===== src/rtl/fp_accum.sv =====
// Iterative IEEE-754 single-precision accumulator: sums NUM_TERMS products per window, one term every 3 cycles.
// Optional output ReLU enabled by defining FP_ACCUM_RELU_EN.
module fp_accum #(
  parameter int NUM_TERMS = 9
) (
  input  logic        clk,
  input  logic        reset,
  input  logic        in_valid,
  input  logic [31:0] in_data,
  output logic        in_ready,
  output logic        out_valid,
  output logic [31:0] out_data,
  input  logic        out_ready
);

  typedef enum logic [1:0] {ACC, ALIGN, NORM, OUT} state_t;
  state_t state, state_nxt;

  logic        acc_sign;
  logic [7:0]  acc_exp;
  logic [23:0] acc_man;
  logic [7:0]  cnt;

  logic        t_sign_p0;
  logic [7:0]  t_exp_p0;
  logic [23:0] t_man_p0;

  logic        big_sign_p1, small_sign_p1;
  logic [7:0]  exp_p1;
  logic [23:0] big_man_p1, small_man_p1;

  function automatic logic [4:0] lzc24(input logic [23:0] v);
    lzc24 = 5'd24;
    for (int i = 0; i < 24; i++)
      if (v[i]) lzc24 = 5'(23 - i);
  endfunction

  // Flush underflow to signed zero, clamp overflow to the largest finite magnitude.
  function automatic logic [32:0] saturate(input logic sign, input logic signed [9:0] e,
                                           input logic [23:0] man);
    if (e < 10'sd1)        saturate = {sign, 8'd0, 24'd0};
    else if (e > 10'sd254) saturate = {sign, 8'hFE, 24'hFFFFFF};
    else                   saturate = {sign, e[7:0], man};
  endfunction

  function automatic logic [32:0] normalize(input logic sign, input logic [7:0] exp_in,
                                            input logic [24:0] sum, input logic mixed);
    logic signed [9:0] e;
    logic [4:0]        lz;
    e = signed'({2'b00, exp_in});
    if (sum == 25'd0) begin
      normalize = {(mixed ? 1'b0 : sign), 8'd0, 24'd0};
    end else if (sum[24]) begin
      normalize = saturate(sign, e + 10'sd1, sum[24:1]);
    end else begin
      lz = lzc24(sum[23:0]);
      normalize = saturate(sign, e - signed'({5'd0, lz}), sum[23:0] << lz);
    end
  endfunction

  function automatic logic [31:0] pack(input logic sign, input logic [7:0] e, input logic [23:0] man);
    if (e == 8'd0) pack = {sign, 31'd0};
    else           pack = {sign, e, man[22:0]};
`ifdef FP_ACCUM_RELU_EN
    if (pack[31]) pack = 32'h00000000;
`endif
  endfunction

  // Alignment: the accumulator is treated as the larger operand on an exponent tie.
  logic        acc_big;
  logic [7:0]  exp_diff;
  logic [23:0] small_pre, small_aligned;

  always_comb begin
    acc_big       = (acc_exp >= t_exp_p0);
    exp_diff      = acc_big ? (acc_exp - t_exp_p0) : (t_exp_p0 - acc_exp);
    small_pre     = acc_big ? t_man_p0 : acc_man;
    small_aligned = (exp_diff >= 8'd25) ? 24'd0 : (small_pre >> exp_diff);
  end

  logic        sum_sign, mixed;
  logic [24:0] sum_mag;
  logic [32:0] norm_res;
  logic [7:0]  cnt_inc;
  logic        last_term;

  always_comb begin
    mixed = (big_sign_p1 != small_sign_p1);
    if (!mixed) begin
      sum_mag  = {1'b0, big_man_p1} + {1'b0, small_man_p1};
      sum_sign = big_sign_p1;
    end else if (big_man_p1 >= small_man_p1) begin
      sum_mag  = {1'b0, big_man_p1} - {1'b0, small_man_p1};
      sum_sign = big_sign_p1;
    end else begin
      sum_mag  = {1'b0, small_man_p1} - {1'b0, big_man_p1};
      sum_sign = small_sign_p1;
    end
    norm_res  = normalize(sum_sign, exp_p1, sum_mag, mixed);
    cnt_inc   = cnt + 8'd1;
    last_term = (cnt_inc == 8'(NUM_TERMS));
  end

  always_comb begin
    state_nxt = state;
    case (state)
      ACC:     if (in_valid) state_nxt = ALIGN;
      ALIGN:   state_nxt = NORM;
      NORM:    state_nxt = last_term ? OUT : ACC;
      OUT:     if (out_ready) state_nxt = ACC;
      default: state_nxt = ACC;
    endcase
  end

  assign in_ready  = (state == ACC);
  assign out_valid = (state == OUT);

  // Stage p0: capture the accepted term, zero/denormal inputs become signed zero.
  always_ff @(posedge clk) begin
    if (state == ACC && in_valid) begin
      t_sign_p0 <= in_data[31];
      t_exp_p0  <= in_data[30:23];
      t_man_p0  <= (in_data[30:23] == 8'd0) ? 24'd0 : {1'b1, in_data[22:0]};
    end
  end

  // Stage p1: aligned operands for the add/subtract.
  always_ff @(posedge clk) begin
    if (state == ALIGN) begin
      big_sign_p1   <= acc_big ? acc_sign : t_sign_p0;
      small_sign_p1 <= acc_big ? t_sign_p0 : acc_sign;
      exp_p1        <= acc_big ? acc_exp : t_exp_p0;
      big_man_p1    <= acc_big ? acc_man : t_man_p0;
      small_man_p1  <= small_aligned;
    end
  end

  always_ff @(posedge clk) begin
    if (reset) begin
      state    <= ACC;
      acc_sign <= 1'b0;
      acc_exp  <= 8'd0;
      acc_man  <= 24'd0;
      cnt      <= 8'd0;
      out_data <= 32'h00000000;
    end else begin
      state <= state_nxt;
      if (state == NORM) begin
        {acc_sign, acc_exp, acc_man} <= norm_res;
        cnt <= cnt_inc;
        if (last_term) out_data <= pack(norm_res[32], norm_res[31:24], norm_res[23:0]);
      end else if (state == OUT && out_ready) begin
        acc_sign <= 1'b0;
        acc_exp  <= 8'd0;
        acc_man  <= 24'd0;
        cnt      <= 8'd0;
      end
    end
  end

endmodule


===== config.mk =====
export PLATFORM = sky130hd
export DESIGN_NAME = fp_accum
export DESIGN_NICKNAME = d
export VERILOG_FILES = /design/src/rtl/fp_accum.sv
export SDC_FILE = /design/constraint.sdc
export NUM_CORES = 1
export LEC_CHECK = 0
export CAP_MARGIN = 20
export CORE_ASPECT_RATIO = 2
export CORE_MARGIN = 5
export CORE_UTILIZATION = 40
export CTS_CLUSTER_DIAMETER = 100
export CTS_CLUSTER_SIZE = 30
export DETAILED_ROUTE_END_ITERATION = 10
export PLACE_DENSITY_LB_ADDON = 0.05
export SLEW_MARGIN = 20
export SYNTH_ARGS = -nofsm -noshare
export SYNTH_HDL_FRONTEND = slang
export SYNTH_SLANG_ARGS = --single-unit
export TNS_END_PERCENT = 30

===== constraint.sdc =====
create_clock -name clk -period 11.63 [get_ports clk]
set_input_delay 2.326 -clock clk [delete_from_list [all_inputs] [get_ports clk]]
set_output_delay 2.326 -clock clk [all_outputs]
set_load 0.02 [all_outputs]

==> results_dict.tcl, run 1 <==
set metrics [dict create \
    cts_hold_buf 0 \
    hold_viol 0 \
    cts_root_buffer "clkbuf_16" \
    synth_fp_nets 1976 \
    crit_path_end_kind "register" \
    cp_slowest_cell "and2_1" \
    fin_area_sq_um 16900 \
    p_sw_uw 883 \
    row_count 101 \
    port_buffers 69 \
    grt-ovfl-total 0 \
    ys_types 100 \
    numCtsBuffers 17 \
    cts_tree "built" \
    yosys_warnings 0 \
    maxSlewViolCount 0 \
    clockPowerShare_pct 27.8 \
    cts_setup_buffers 0 \
    crit_path_max_incr_delay_ns 0.65 \
    via_per_inst 6.46 \
    final_nets 1985 \
    synth.avg_cell_area_sq_um 8.29 \
    status "finished, final reports clean" \
    finalPower_mw 2.13 \
    worst_pin_slew_ns 1.07 \
    grt_max_degree 59 \
    sw_frac_of_total_pct 41.5 \
    min_period_ns 10.03 \
    clock_sinks 166 \
    ctsResizeCount 0 \
    yosysSeqAreaShare_pct 27.8 \
    hold_class "reg -> reg" \
    firstDrtPassIters 5 \
    r2r_slack_ns 1.60 \
    dpl_cell_area_sq_um 16300 \
    vias 15000 \
    final_cell_count_no_fill 2322 \
    grt_pass1_wl_microns 96700 \
    fmaxAchievable_mhz 99.7 \
    rsz0062_at_grt "no" \
    wirelength_microns 67000 \
    drtAntennaViolNets 0 \
    yosysTopAreaCell "edfxtp_1" \
    cap_violations 0 \
    critical_path_required_ns 12.00 \
    antenna_found_initial 1 \
    synth_seq_cells 166 \
    cell_internal_pwr_mw 1.25 \
    dieArea_sq_um 42300 \
    synth_top_area_share_pct 18.0 \
    coreArea_sq_um 37800 \
    synthCells 1837 \
    antenna_cells 0 \
    layout-drive-gt1-share_pct 8.55 \
    htreeDepth 4 \
    critPathKind "reg -> reg" \
    synth.most_common_cell "a21oi_1" \
    cpMostUsedCell "or3_1" \
    ir_worst_vdd_mv 0.121 \
    synth-edff-count 91 \
    clk_latency_ns 0.46 \
    cp-start-kind "register" \
    p_leak_nw 6.61 \
    crit_path_max_fanout 15 \
    synthTopCellsByArea "edfxtp_1, dfxtp_1, ha_1, mux2i_1, a21oi_1" \
    synth_ff_type "edfxtp_1" \
    place_inst 2290 \
    tns_ns 0 \
    cts.path.max_buffers 2 \
    setup_violations 0 \
    grt_pass1_vias 15000 \
    die_h_microns 286 \
    async_flop_share_pct 0 \
    grt_util_all_layers_pct 31.1 \
    cp_data_arrival_time_ns 10.40 \
    power.density_nw_per_um2 126 \
    clk_pin_slew_worst_paths_ns 0.09 \
    finalCritPeriodShare_pct 86.3 \
    syn_to_final_growth_pct 10.7 \
    netlist_area_sq_um 15200 \
    io_pins 70 \
    relSlewSlack_pct 28.0 \
    die_x_microns 148 \
    globalplace.congestion 1.03 \
    start_util_pct 40.3 \
    dp.final_hpwl_microns 54100 \
    wire_per_inst_microns 28.9 \
    seqPwrFrac_pct 31.5 \
    finalClockSkew_ns 0.0195 \
    drt_iter0_drc 1021 \
    synth_commonest_cells "a21oi_1, nand2_1, nor2_1" \
    drc_errors 0 \
    power_frac_comb_pct 40.7 \
]
-- layout by cell type (no fill, tap or decap), drive strengths merged, types with 18 or more instances in the layout --
cell           synthesis  final
a21oi                159    159
nand2                156    156
nor2                 153    153
inv                  107    113
ha                    97     97
o21ai                 96     96
edfxtp                91     91
mux2i                 83     83
dfxtp                 75     75
clkdlybuf4s50          0     69
nand3                 58     58
mux2                  47     47
nor3                  46     46
and2                  43     43
a211oi                36     36
a21o                  34     34
buf                   40     32
nor2b                 25     25
a22oi                 25     25
xnor2                 24     24
a22o                  24     24
clkbuf                71     22
and3                  21     21
o211ai                19     19
nor4                  18     18
-- power by group through the flow --
stage	clock [mW]	combinational [mW]	sequential, mW
floorplan	0	0.560	0.670
global route	0.621	0.911	0.673
detailed placement	0	0.836	0.684
CTS	0.600	0.840	0.671
global placement	0	0.841	0.683
finish	0.592	0.867	0.671
-- metrics by stage --
step                hold slack [ns]  utilization (%)  setup slack, ns
CTS                           0.460             44.6             1.81
global route                  0.476             44.6            0.934
detailed placement            0.448             43.1             1.85
global placement              0.446             43.0             1.97
finish                        0.457             44.6             1.60
floorplan                     0.443                -             4.19
-- cell families (layout without fill, tap and decap cells) --
logic type | count (synthesis) | after routing | synth area share, %
compound gates | 585 | 585 | 26.6
xor+xnor | 39 | 39 | 2.24
fa+ha+maj | 103 | 103 | 8.76
buf+inv | 218 | 240 | 6.00
flops | 166 | 166 | 27.8
mux | 132 | 132 | 9.23
simple gates | 594 | 594 | 19.3
-- routing by layer --
| metal | share of wire, % | wire length (microns) | track usage, % |
|---|---|---|---|
| met1 | 32 | 21200 | 28.4 |
| met2 | 53 | 35300 | 58.4 |
| met3 | 4.6 | 3060 | 4.11 |
| met4 | 11 | 7440 | 27.8 |
| met5 | 0.016 | 11 | 0 |
-- registers in the layout (all words and copies together), names as in the netlist --
name	flops
out_data	32
acc_man	24
big_man_p1	24
small_man_p1	24
t_man_p0	24
acc_exp	8
cnt	8
exp_p1	8
t_exp_p0	8
state	2
acc_sign	1
big_sign_p1	1
small_sign_p1	1
t_sign_p0	1
-- worst paths after layout --
check | startpoint | to | depth (start not counted)
hold reg to reg | out_data[30]$_SDFFE_PP0P_ | out_data[30]$_SDFFE_PP0P_ | 2
hold / removal | out_data[30]$_SDFFE_PP0P_ | out_data[30]$_SDFFE_PP0P_ | 2
setup reg to reg | big_man_p1[14]$_DFFE_PN_ | out_data[12]$_SDFFE_PP0P_ | 31
setup / recovery | big_man_p1[14]$_DFFE_PN_ | out_data[12]$_SDFFE_PP0P_ | 31
-- critical path, delay by kind of cell (launching register included) --
| kind | cells | cell delay [ns] |
|---|---|---|
| fa+ha+maj | 3 | 1.04 |
| compound gates | 11 | 3.32 |
| simple gates | 11 | 3.76 |
| buf+inv | 5 | 0.96 |
| flops | 1 | 0.43 |
| mux | 1 | 0.39 |
-- area by class of cell --
class / count / area, sq um
Timing Repair Buffer: 101 / 931
Sequential cell: 166 / 4230
Clock inverter: 10 / 108
Fill cell: 3756 / 20900
Inverter: 107 / 402
Multi-Input combinational cell: 1453 / 10100
Tap cell: 463 / 579
Clock buffer: 22 / 477
(Power assumes the default switching activity.)
==> run 2, diff against run 1 <==
--- a/config.mk
+++ b/config.mk
@@ -9,11 +9,11 @@
 export CORE_ASPECT_RATIO = 2
 export CORE_MARGIN = 5
 export CORE_UTILIZATION = 40
+export CTS_BUF_LIST = sky130_fd_sc_hd__clkbuf_8
 export CTS_CLUSTER_DIAMETER = 100
-export CTS_CLUSTER_SIZE = 30
 export DETAILED_ROUTE_END_ITERATION = 10
 export PLACE_DENSITY_LB_ADDON = 0.05
-export SLEW_MARGIN = 20
+export SLEW_MARGIN = 5
 export SYNTH_ARGS = -nofsm -noshare
 export SYNTH_HDL_FRONTEND = slang
 export SYNTH_SLANG_ARGS = --single-unit
==> results_dict.tcl, run 2 (synthesis gave the netlist of run 1 again) <==
set metrics [dict create \
    die_x_microns 148 \
    r2r_cells 31 \
    cp_slowest_cell "o41ai_1" \
    path_delay_family "simple AND/OR/NAND/NOR gates" \
    cts_hold_buf 0 \
    p_sw_uw 866 \
    p_leak_nw 6.53 \
    cts_root_buffer "clkbuf_8" \
    cell_internal_pwr_mw 1.11 \
    grt-ovfl-total 0 \
    firstDrtPassIters 5 \
    final_cell_mix "a21oi_1, nand2_1, nor2_1, inv_1, ha_1" \
    wirelength_microns 66800 \
    numCtsBuffers 17 \
    coreArea_sq_um 37800 \
    cp_data_arrival_time_ns 10.47 \
    critical_path_required_ns 12.04 \
    hp-start "out_data[17]$_SDFFE_PP0P_" \
    crit_path_end_kind "register" \
    utilization_pct 44.1 \
    cts_tree "built" \
    ctsResizeCount 0 \
    clockPowerShare_pct 21.8 \
    final_cell_count_no_fill 2324 \
    antenna_found_initial 2 \
    layout-drive-gt1-share_pct 8.44 \
    io_pins 70 \
    start_util_pct 40.3 \
    relSlewSlack_pct 27.3 \
    globalplace.congestion 1.03 \
    reg2reg_from "big_man_p1[14]$_DFFE_PN_" \
    sw_frac_of_total_pct 43.9 \
    tns_ns 0 \
    port_buffers 69 \
    hold_viol 0 \
    cts_setup_buffers 0 \
    maxSlewViolCount 0 \
    finalCritPeriodShare_pct 86.5 \
    cp-start-kind "register" \
    setup_violations 0 \
    dieArea_sq_um 42300 \
    finalClockSkew_ns 0.0272 \
    grt_max_degree 59 \
    dp.final_hpwl_microns 53900 \
    clk_latency_ns 0.51 \
    r2r_slack_ns 1.57 \
    min_period_ns 10.06 \
    drtAntennaViolNets 0 \
    cp_num_buf_inv 5 \
    place_inst 2291 \
    seqPwrFrac_pct 34.0 \
    vias 14900 \
    finalWorstSetupSlack_ns 1.57 \
    crit_path_max_fanout 15 \
    ir_worst_vdd_mv 0.0881 \
    critPathKind "reg -> reg" \
    largest_reg_flops 32 \
    wire_per_inst_microns 28.7 \
    rr_endpoint "out_data[12]$_SDFFE_PP0P_" \
    dpl_cell_area_sq_um 16300 \
    whs_endpoint "out_data[17]$_SDFFE_PP0P_" \
    status "finished, final reports clean" \
    fmaxAchievable_mhz 99.4 \
    power_frac_comb_pct 44.2 \
    final_nets 1986 \
    holdPathStages 2 \
    via_per_inst 6.43 \
    htreeDepth 4 \
    drc_errors 0 \
    syn_to_final_growth_pct 9.36 \
    clock_sinks 166 \
    rsz0062_at_grt "no" \
    power.density_nw_per_um2 118 \
    grt_util_all_layers_pct 31.0 \
    cpMostUsedCell "or3_1" \
    regMostFlops "out_data" \
    crit_path_max_incr_delay_ns 0.67 \
    hold_class "reg -> reg" \
    final_common_cell "a21oi_1" \
    pre_cts_ws_ns 1.89 \
    die_h_microns 286 \
    worst_pin_slew_ns 1.06 \
    fin_area_sq_um 16600 \
    grt_pass1_wl_microns 96700 \
    drt_iter0_drc 1042 \
    row_count 101 \
    grt_pass1_vias 15000 \
    cts.path.max_buffers 2 \
    clk_pin_slew_worst_paths_ns 0.11 \
    finalPower_mw 1.97 \
    cap_violations 0 \
    n_fill_cell 3823 \
    worst_hold_slack_ns 0.460 \
]
==> run 2: cell types whose count changed in the layout (fill, tap and decap cells not counted), sizes merged <==
cell / change
clkbuf: -4
diode: +1
buf: +1
inv: +4
==> run 2: metal layers <==
| metal | track usage (%) | wire, microns | vias to the layer above |
|---|---|---|---|
| met5 | 0 | 0 | - |
| met4 | 31.1 | 8660 | 0 |
| met3 | 5.39 | 3430 | 302 |
| met2 | 56.4 | 34100 | 695 |
| met1 | 27.6 | 20500 | 7110 |
| li1 | - | - | 6838 |
==> run 2: worst max path at each step <==
stage | start | to | slack [ns] | depth (start not counted)
finish | big_man_p1[14]$_DFFE_PN_ | out_data[12]$_SDFFE_PP0P_ | 1.57 | 31
global route | big_man_p1[14]$_DFFE_PN_ | out_data[17]$_SDFFE_PP0P_ | 1.17 | 31
CTS | big_man_p1[14]$_DFFE_PN_ | out_data[12]$_SDFFE_PP0P_ | 1.85 | 31
detailed placement | big_man_p1[14]$_DFFE_PN_ | out_data[7]$_SDFFE_PP0P_ | 1.89 | 31
global placement | big_man_p1[14]$_DFFE_PN_ | out_data[17]$_SDFFE_PP0P_ | 1.97 | 31
floorplan | big_man_p1[1]$_DFFE_PN_ | out_data[19]$_SDFFE_PP0P_ | 4.19 | 35
==> run 2: cell type report <==
cell class                      instances  area [sq um]  share of cell area (%)
Timing Repair Buffer                  102           942                    5.66
Inverter                              107           402                    2.41
Clock buffer                           18           248                    1.49
Sequential cell                       166          4230                    25.4
Tap cell                              463           579                    3.48
Clock inverter                         14           128                   0.767
Antenna cell                            1          2.50                  0.0150
Multi-Input combinational cell       1453         10100                    60.7
==> run 2: power by group through the flow <==
| stage | Clock, mW | Combinational, mW | Sequential [mW] |
|---|---|---|---|
| 2_1_floorplan | 0 | 0.560 | 0.670 |
| 5_1_grt | 0.459 | 0.915 | 0.673 |
| 3_5_place_dp | 0 | 0.835 | 0.684 |
| 4_1_cts | 0.438 | 0.839 | 0.670 |
| 3_3_place_gp | 0 | 0.841 | 0.683 |
| 6_report | 0.430 | 0.870 | 0.670 |
==> run 2: worst register-to-register path, delay by kind of cell (launching register included) <==
kind	cells	cell delay (ns)
AOI/OAI and AO/OA	11	3.37
muxes	1	0.40
buffers and inverters	5	0.99
and+or+nand+nor	11	3.70
DFF	1	0.45
adders and majority gates	3	1.05
==> run 3, diff against run 2 <==
--- a/config.mk
+++ b/config.mk
@@ -13,6 +13,7 @@
 export CTS_CLUSTER_DIAMETER = 100
 export DETAILED_ROUTE_END_ITERATION = 10
 export PLACE_DENSITY_LB_ADDON = 0.05
+export SKIP_LAST_GASP = 1
 export SLEW_MARGIN = 5
 export SYNTH_ARGS = -nofsm -noshare
 export SYNTH_HDL_FRONTEND = slang
==> results of run 3 <==
Final layout, timing and power as in run 2 (identical DEF).
